**src/rtl/ap_ctrl_hs_driver.sv**
```systemverilog
// ap_ctrl_hs_driver
//   Initiator side of the ap_ctrl_hs / ap_ctrl_chain block-level handshake.
//   Issues a programmed number of transactions into an HLS kernel with up to
//   DEPTH of them in flight. It measures per-transaction latency, throttles
//   ap_continue with a programmable gap, and flags protocol errors and hangs.
//
// Ports
//   clock, reset         clock; asynchronous active-low reset
//   cfg_start            one-cycle run request, honoured only in IDLE
//   cfg_num_trans        transactions in the run (latched on cfg_start)
//   cfg_cont_gap         ap_continue low cycles after each done (latched)
//   dut_ap_start/ready   issue handshake with the kernel
//   dut_ap_done/continue completion handshake with the kernel
//   busy, run_done       run in progress / one-cycle end-of-run pulse
//   issued_cnt, done_cnt per-run transaction counters
//   last_latency         latency of the most recent completion
//   max_latency          largest latency seen in the current run
//   timeout_err          sticky: no ready/done progress for TIMEOUT cycles
//   proto_err            sticky: done accepted with nothing outstanding
module ap_ctrl_hs_driver #(
  parameter int CNT_W   = 32,
  parameter int DEPTH   = 4,
  parameter int TIMEOUT = 100000
) (
  input  logic             clock,
  input  logic             reset,
  input  logic             cfg_start,
  input  logic [CNT_W-1:0] cfg_num_trans,
  input  logic [7:0]       cfg_cont_gap,
  output logic             dut_ap_start,
  input  logic             dut_ap_ready,
  input  logic             dut_ap_done,
  output logic             dut_ap_continue,
  output logic             busy,
  output logic             run_done,
  output logic [CNT_W-1:0] issued_cnt,
  output logic [CNT_W-1:0] done_cnt,
  output logic [CNT_W-1:0] last_latency,
  output logic [CNT_W-1:0] max_latency,
  output logic             timeout_err,
  output logic             proto_err
);

  localparam int PW = (DEPTH > 1) ? $clog2(DEPTH) : 1;
  localparam int OW = $clog2(DEPTH + 1);
  localparam int WW = (TIMEOUT > 1) ? $clog2(TIMEOUT) : 1;

  typedef enum logic [1:0] {IDLE, RUN, DRAIN, FIN} state_t;

  state_t           st, st_n;
  logic [CNT_W-1:0] num, cyc;
  logic [7:0]       gap, gcnt;
  logic [WW-1:0]    wd;
  logic [OW-1:0]    outst, out_n;
  logic [PW-1:0]    wp, rp;
  logic [CNT_W-1:0] mem [DEPTH];

  logic             accept_cfg, active, issue, done_hs, bypass, done_ev, spurious;
  logic             push, pop, wd_hit, start_n;
  logic [CNT_W-1:0] num_n, issued_n, done_n, lat;

  function automatic logic [PW-1:0] nxt(input logic [PW-1:0] p);
    return (p == PW'(DEPTH - 1)) ? '0 : p + PW'(1);
  endfunction

  always_comb begin
    accept_cfg = (st == IDLE) && cfg_start;
    active     = (st == RUN) || (st == DRAIN);
    issue      = (st == RUN) && dut_ap_start && dut_ap_ready;
    done_hs    = active && dut_ap_done && dut_ap_continue;
    // Combinational kernel: issue and done in one cycle with nothing queued,
    // so the timestamp never enters the FIFO and latency is zero.
    bypass     = issue && done_hs && (outst == '0);
    done_ev    = done_hs && (issue || (outst != '0));
    spurious   = done_hs && !done_ev;
    push       = issue && !bypass;
    pop        = done_ev && !bypass;
    wd_hit     = active && !issue && !done_ev && (wd == WW'(TIMEOUT - 1));

    num_n    = accept_cfg ? cfg_num_trans : num;
    issued_n = accept_cfg ? '0 : issued_cnt + CNT_W'(issue);
    done_n   = accept_cfg ? '0 : done_cnt + CNT_W'(done_ev);
    out_n    = outst;
    if (accept_cfg)         out_n = '0;
    else if (push && !pop)  out_n = outst + OW'(1);
    else if (pop && !push)  out_n = outst - OW'(1);

    // Modular subtraction keeps latency correct across a counter wrap.
    lat = bypass ? '0 : cyc - mem[rp];

    st_n = st;
    unique case (st)
      IDLE:  if (cfg_start) st_n = (cfg_num_trans == '0) ? FIN : RUN;
      RUN:   if (wd_hit) st_n = FIN;
             else if (issued_n == num) st_n = DRAIN;
      DRAIN: if (wd_hit) st_n = FIN;
             else if (done_cnt == num) st_n = FIN;
      FIN:   st_n = IDLE;
    endcase

    // Evaluated on next-cycle values so a raised start is held until the
    // accepting ready (outstanding can only shrink without an issue).
    start_n = (st_n == RUN) && (issued_n < num_n) && (out_n < OW'(DEPTH));
  end

  always_ff @(posedge clock) begin
    if (push) mem[wp] <= cyc;
  end

  always_ff @(posedge clock or negedge reset) begin
    if (!reset) begin
      st              <= IDLE;
      cyc             <= '0;
      num             <= '0;
      gap             <= '0;
      gcnt            <= '0;
      wd              <= '0;
      outst           <= '0;
      wp              <= '0;
      rp              <= '0;
      dut_ap_start    <= 1'b0;
      dut_ap_continue <= 1'b0;
      busy            <= 1'b0;
      run_done        <= 1'b0;
      issued_cnt      <= '0;
      done_cnt        <= '0;
      last_latency    <= '0;
      max_latency     <= '0;
      timeout_err     <= 1'b0;
      proto_err       <= 1'b0;
    end else begin
      cyc          <= cyc + CNT_W'(1);
      st           <= st_n;
      dut_ap_start <= start_n;
      busy         <= (st_n == RUN) || (st_n == DRAIN);
      run_done     <= (st_n == FIN);
      issued_cnt   <= issued_n;
      done_cnt     <= done_n;
      outst        <= out_n;

      if (accept_cfg) begin
        num          <= cfg_num_trans;
        gap          <= cfg_cont_gap;
        last_latency <= '0;
        max_latency  <= '0;
        timeout_err  <= 1'b0;
        proto_err    <= 1'b0;
        wp           <= '0;
        rp           <= '0;
      end else begin
        if (push) wp <= nxt(wp);
        if (pop)  rp <= nxt(rp);
        if (done_ev) begin
          last_latency <= lat;
          if (lat > max_latency) max_latency <= lat;
        end
        if (spurious) proto_err   <= 1'b1;
        if (wd_hit)   timeout_err <= 1'b1;
      end

      if (!active || issue || done_ev) wd <= '0;
      else                             wd <= wd + WW'(1);

      // gcnt holds the remaining low cycles; continue re-rises on the edge
      // that ends the last of them. A spurious done does not open a gap.
      if (!((st_n == RUN) || (st_n == DRAIN))) begin
        dut_ap_continue <= 1'b0;
        gcnt            <= '0;
      end else if (done_ev && (gap != '0)) begin
        dut_ap_continue <= 1'b0;
        gcnt            <= gap;
      end else if (!dut_ap_continue) begin
        dut_ap_continue <= (gcnt <= 8'd1);
        gcnt            <= (gcnt == '0) ? '0 : gcnt - 8'd1;
      end
    end
  end

endmodule

```
**config.mk**
```make
export PLATFORM = sky130hd
export DESIGN_NAME = ap_ctrl_hs_driver
export DESIGN_NICKNAME = d
export VERILOG_FILES = /design/src/rtl/ap_ctrl_hs_driver.sv
export SDC_FILE = /design/constraint.sdc
export NUM_CORES = 1
export LEC_CHECK = 0
export ABC_AREA = 0
export ABC_CLOCK_PERIOD_IN_PS = 12510
export CAP_MARGIN = 20
export CORE_UTILIZATION = 60
export CTS_CLUSTER_DIAMETER = 120
export DETAILED_ROUTE_END_ITERATION = 16
export GPL_TIMING_DRIVEN = 0
export PLACE_DENSITY = 0.88
export SLEW_MARGIN = 5
export SYNTH_ARGS = -nofsm -noshare
export SYNTH_HDL_FRONTEND = slang
export SYNTH_SLANG_ARGS = --single-unit
```
**constraint.sdc**
```tcl
create_clock -name clock -period 12.51 [get_ports clock]
set_clock_uncertainty 0.1 [all_clocks]
set_input_delay 1.251 -clock clock [delete_from_list [all_inputs] [get_ports clock]]
set_output_delay 1.251 -clock clock [all_outputs]
set_load 0.005 [all_outputs]
```
# Word-level counts from Yosys, hierarchy flattened
# Memories as Yosys holds them, arrays and structs flattened.
# Cells that the tools add are included.
# W data, S select, Z words.
# classes
n_reduce_logical,43
n_eq_ne,12
n_addsub,10
muxes,39
magnitude_cmp,4
# ops
operator,n
$mux W32,9
$add A32 B1 Y32,2
$eq A32 B32 Y1,2
$add A32 B1 Y32 const B,1
$gt A32 B32 Y1,1
$logic_not A32 Y1,1
$lt A32 B32 Y1,1
$mux W8,4
$sub A32 B32 Y32,1
$mux W2,12
$logic_and A1 B1 Y1,19
$add A17 B1 Y17 const B,1
$eq A17 B17 Y1 const B,1
$mux W17,1
$eq A2 B2 Y1 const B,6
$reduce_bool A2 Y1,6
$mux W1,9
$mux W3,3
$le A8 B1 Y1 const B,1
$logic_not A8 Y1,1
$pmux W2 S4,1
$reduce_bool A8 Y1,1
$sub A8 B1 Y8 const B,1
$logic_not A1 Y1,6
other kinds (11),17
# totals
input_bits,45
ramBits,128
reg_bits,240
memories,1
out_inout_bits,134
# memory_table
name,depth,width,rd,rd_clocked_by_memory_dff,write_ports,line,rtl
mem,4,32,1,0,1,56,logic [CNT_W-1:0] mem [DEPTH];

# Longest topological paths before layout
# depth
depth_word,15
ltp_mapped,27

# Worst setup path after synthesis
# Ideal clock, no wire load.
# synth_timing
path_kind,flip-flop to flip-flop
startpoint,register rp[0]
endpoint,register max_latency[10]
stages_incl_launch_ff,26
path_slack_ps,5963
setup_time_ps,132
arrival_ps,6315
required_time_ps,12278
n_path_buf,4
cell_sequence,dfrtp_1 > clkbuf_1 > buf_1 > mux4_2 > inv_1 > ha_1 > a21o_1 > or4_1 > a31oi_1 > a21boi_0 > a211oi_1 > o31ai_1 > xor2_1 > and2_1 > ha_1 > nand4_1 > nor2_1 > nand3_1 > nor3_1 > nand2_1 > or4_1 > and3_1 > clkbuf_1 > buf_1 > mux2i_1 > nor2_1
# synth_via
elab_chain_cells,6
word_cells_on_any_way,9
# synth_rtl
element,line,rtl
start: declaration,55,"logic [PW-1:0] wp, rp;"
start signal: assignment,152,if (pop) rp <= nxt(rp);
$mem_v2 Z4 W32 *,--,
$sub A32 B32 Y32 *,89,lat = bypass ? '0 : cyc - mem[rp];
$mux W32 *,89,
$gt A32 B32 Y1 or $mux W32 (tied branches),155,if (lat > max_latency) max_latency <= lat;
$reduce_bool A2 Y1 (no source line) or $mux W32 (tied branches),--,
$reduce_and A2 Y1 (no source line) or $mux W32 (tied branches),--,
end signal: assignment,155,
end: declaration,39,"output logic [CNT_W-1:0] max_latency,"
# Every way passes the cells marked *; elsewhere a longest branch is shown, timed or not. The select of a mux whose other input is x is not followed.
# A chain may end at the register's enable or synchronous reset.

# Worst setup path in the final report
# layout_timing
startpoint,register rp[0]
endpoint,register max_latency[6]
# Same word-level chain as after synthesis.

==> results.cfg <==
[run_status]
outcome = completed

[detailed_routing]
ant_nets = 0
num_vias = 15480
wl_per_cell_um = 21.70
dr.pass1.iters = 5
drtIter0Drc = 1417
finalWirelength_mm = 54.80
drc = 0
viasPerCell = 6.132

[yosys]
muxShareOfSynthArea = 0.06484
synth-compound-area-share = 0.09345
synthCells = 1833
synthDistinctLibCells = 75
ys_warn_count = 0
synth_fp_nets = 1997
synth_top_family_by_area = simple AND/OR/NAND/NOR gates
synth-edff-count = 128
synthSimpleGateAreaFrac = 0.1553
synthFlopType = dfrtp_1
yosysSeqAreaShare = 0.5014
synth_fa_ha_area_frac = 0.07618
syn-cell-area_um2 = 19640
async_flop_share = 0.6522
synth_xor_xnor_area_share = 0.07134
ys_ff_latch = 368
syn_area_per_cell_um2 = 10.72

[placement]
hpwl_mm = 40.66
numPortBuffers = 178
postPlaceCellArea_um2 = 22110
globalplace.congestion = 0.9486

[sta]
tightestPinTransition_ps = 927.4
fmax_ghz = 0.1144
slew_violations = 0
hold_viol = 0
setup-violations-final = 0
maxSlewHeadroom = 0.3818
period_needed_ps = 8740
timing.hold.ws_ps = 405.0
final.period_utilization = 0.6986
rsz0062_at_grt = false

[setup_path]
cp_max_fo = 10
worstPathRequired_ps = 12810
worstSetupPathType = flip-flop to flip-flop
worstPathArrival_ps = 9040
cp-start-kind = flip-flop
cp-end-kind = flip-flop

[final_layout]
drive_above_1_share = 0.06220
diodes = 0
final_cell_area_um2 = 23400
layout_common_cells = 240 x dfrtp_1, 183 x nand2_1, 177 x clkdlybuf4s50_1, 151 x nor2_1, 134 x inv_1
num-fill-cells = 2193
area_growth_pct = 19.11
final_common_cell = dfrtp_1
final_nets = 2224

[floorplanning]
die-area_um2 = 33470
row_count = 65
start_util = 0.6161
die_w_um = 182.9
dieHeight_um = 182.9
core_um2 = 31880
io_pins = 179

[clock_network]
cts_sinks = 368
cts_setup_buffers = 0
cts_resized = 0
htree_levels = 2
clk_pin_slew_ps = 70
clockBufferDepth = 3
clk_latency_ps = 550
cts_made_buffers = 39
ctsHoldBuffers = 0
cts_tree = built
root_buffer = clkbuf_16

[grt]
grt_overflow = 0
grtUsageMet3 = 0.04567
antenna_found_initial = 0
first_global_vias = 15720
grt_use_total = 0.3323
use_met2 = 0.5650
grt-busiest-layer = met2
grt_pass1_wl_mm = 85.46
gr-usage-met1 = 0.4134
grt_max_degree = 107

[pwr]
vdd_drop_max_v = 0.0001205
powerDensity_nw_per_um2 = 187.0
total_power_uw = 4374
cellLeakagePower_uw = 0.009954

[run]
drv_cap = 0

[min_path]
holdCritPathClass = flip-flop to flip-flop
-- sequential cells by signal, indices dropped and copies added (netlist names) --
register         flops
dut_ap_start         1
rp                   2
timeout_err          1
cyc                 32
max_latency         32
wp                   2
done_cnt            32
issued_cnt          32
st                   2
proto_err            1
mem                128
dut_ap_continue      1
wd                  17
num                 32
last_latency        32
busy                 1
gcnt                 8
outst                3
run_done             1
gap                  8
-- synth_stat cells (29+ instances only) --
library cell | count | area (um^2)
dfrtp_1 | 240 | 6006
nor2_1 | 151 | 566.8
o21ai_0 | 56 | 280.3
a21oi_1 | 100 | 500.5
edfxtp_1 | 128 | 3844
xor2_1 | 59 | 516.8
nand2_1 | 183 | 686.9
clkbuf_1 | 40 | 150.1
mux2i_1 | 53 | 530.5
nand4_1 | 39 | 244.0
mux4_2 | 32 | 720.7
and3_1 | 29 | 181.4
nand3_1 | 50 | 250.2
ha_1 | 118 | 1476
inv_1 | 134 | 503.0
xnor2_1 | 101 | 884.6
-- worst max-delay path: stages (launching register included) --
cell	delay [ps]
dfrtp_1	360
clkbuf_1	570
buf_1	750
mux4_2	600
ha_1	210
inv_1	80
fa_1	200
nand3_1	120
a21oi_1	260
o31a_1	270
o211ai_1	150
a21boi_0	610
a211oi_1	240
o31ai_1	370
xor2_1	170
and2_1	200
ha_1	290
nand4_1	150
nor2_1	210
nand3_1	140
nor3_1	410
nand2_1	120
o211ai_1	170
and3_1	260
clkbuf_1	570
buf_1	660
mux2i_1	270
nor2_1	70
-- final timing paths --
check / start / depth (start not counted) / end / slack (ps)
min in group asynchronous: reset / 1 / wd[4]$_DFF_PN0_ / 550
worst max register to register: rp[0]$_DFFE_PN0P_ / 27 / max_latency[6]$_DFFE_PN0P_ / 3770
worst min-delay path: proto_err$_DFFE_PN0P_ / 2 / proto_err$_DFFE_PN0P_ / 400
worst min register to register: proto_err$_DFFE_PN0P_ / 2 / proto_err$_DFFE_PN0P_ / 400
worst max-delay path: rp[0]$_DFFE_PN0P_ / 27 / max_latency[6]$_DFFE_PN0P_ / 3770
max in group asynchronous: reset / 2 / done_cnt[24]$_DFF_PN0_ / 10800
-- power breakdown --
part | switching, uW | total, uW | internal [uW] | leakage [uW]
combinational | 919 | 1620 | 706 | 0.00483
sequential | 189 | 1600 | 1410 | 0.00451
clock | 491 | 1150 | 658 | 0.000614
total | 1600 | 4370 | 2780 | 0.00995
-- area by class of cell --
| class | count | area, um^2 | area share |
|---|---|---|---|
| clock inverters | 20 | 178.9 | 0.007647 |
| well taps | 435 | 544.3 | 0.02326 |
| plain buffers | 56 | 229.0 | 0.009787 |
| flip-flops and latches | 368 | 9849 | 0.4210 |
| clock buffers | 51 | 1084 | 0.04631 |
| inverters | 135 | 506.7 | 0.02166 |
| repair buffers | 186 | 1942 | 0.08300 |
| multi-input cells | 1274 | 9062 | 0.3873 |
-- per-stage QoR --
| step | TNS, ps | cells | utilization | setup WS, ps |
|---|---|---|---|---|
| 6_report | 0 | 2525 | 0.7339 | 3770 |
| 3_5_place_dp | 0 | 2452 | 0.6936 | 3918 |
| 5_1_grt | 0 | 2525 | 0.7339 | 3469 |
| 3_3_place_gp | -13280 | 2446 | 0.6891 | -83.55 |
| 2_1_floorplan | 0 | 1833 | - | 5963 |
| 4_1_cts | 0 | 2523 | 0.7332 | 3846 |
-- logic make-up (layout without fill, tap and decap cells) --
logic type | Yosys count | count (layout)
mux | 87 | 87
flops | 368 | 368
buf+inv | 191 | 448
xor+xnor | 160 | 160
fa+ha+maj | 119 | 119
simple gates | 617 | 617
compound gates | 291 | 291
-- layer usage --
metal	share of wire	vias up
met5	0	-
met4	0.056	0
met3	0.068	180
met2	0.48	729
met1	0.39	7582
li1	-	6992
No activity file was read; power rests on OpenSTA's default activity.
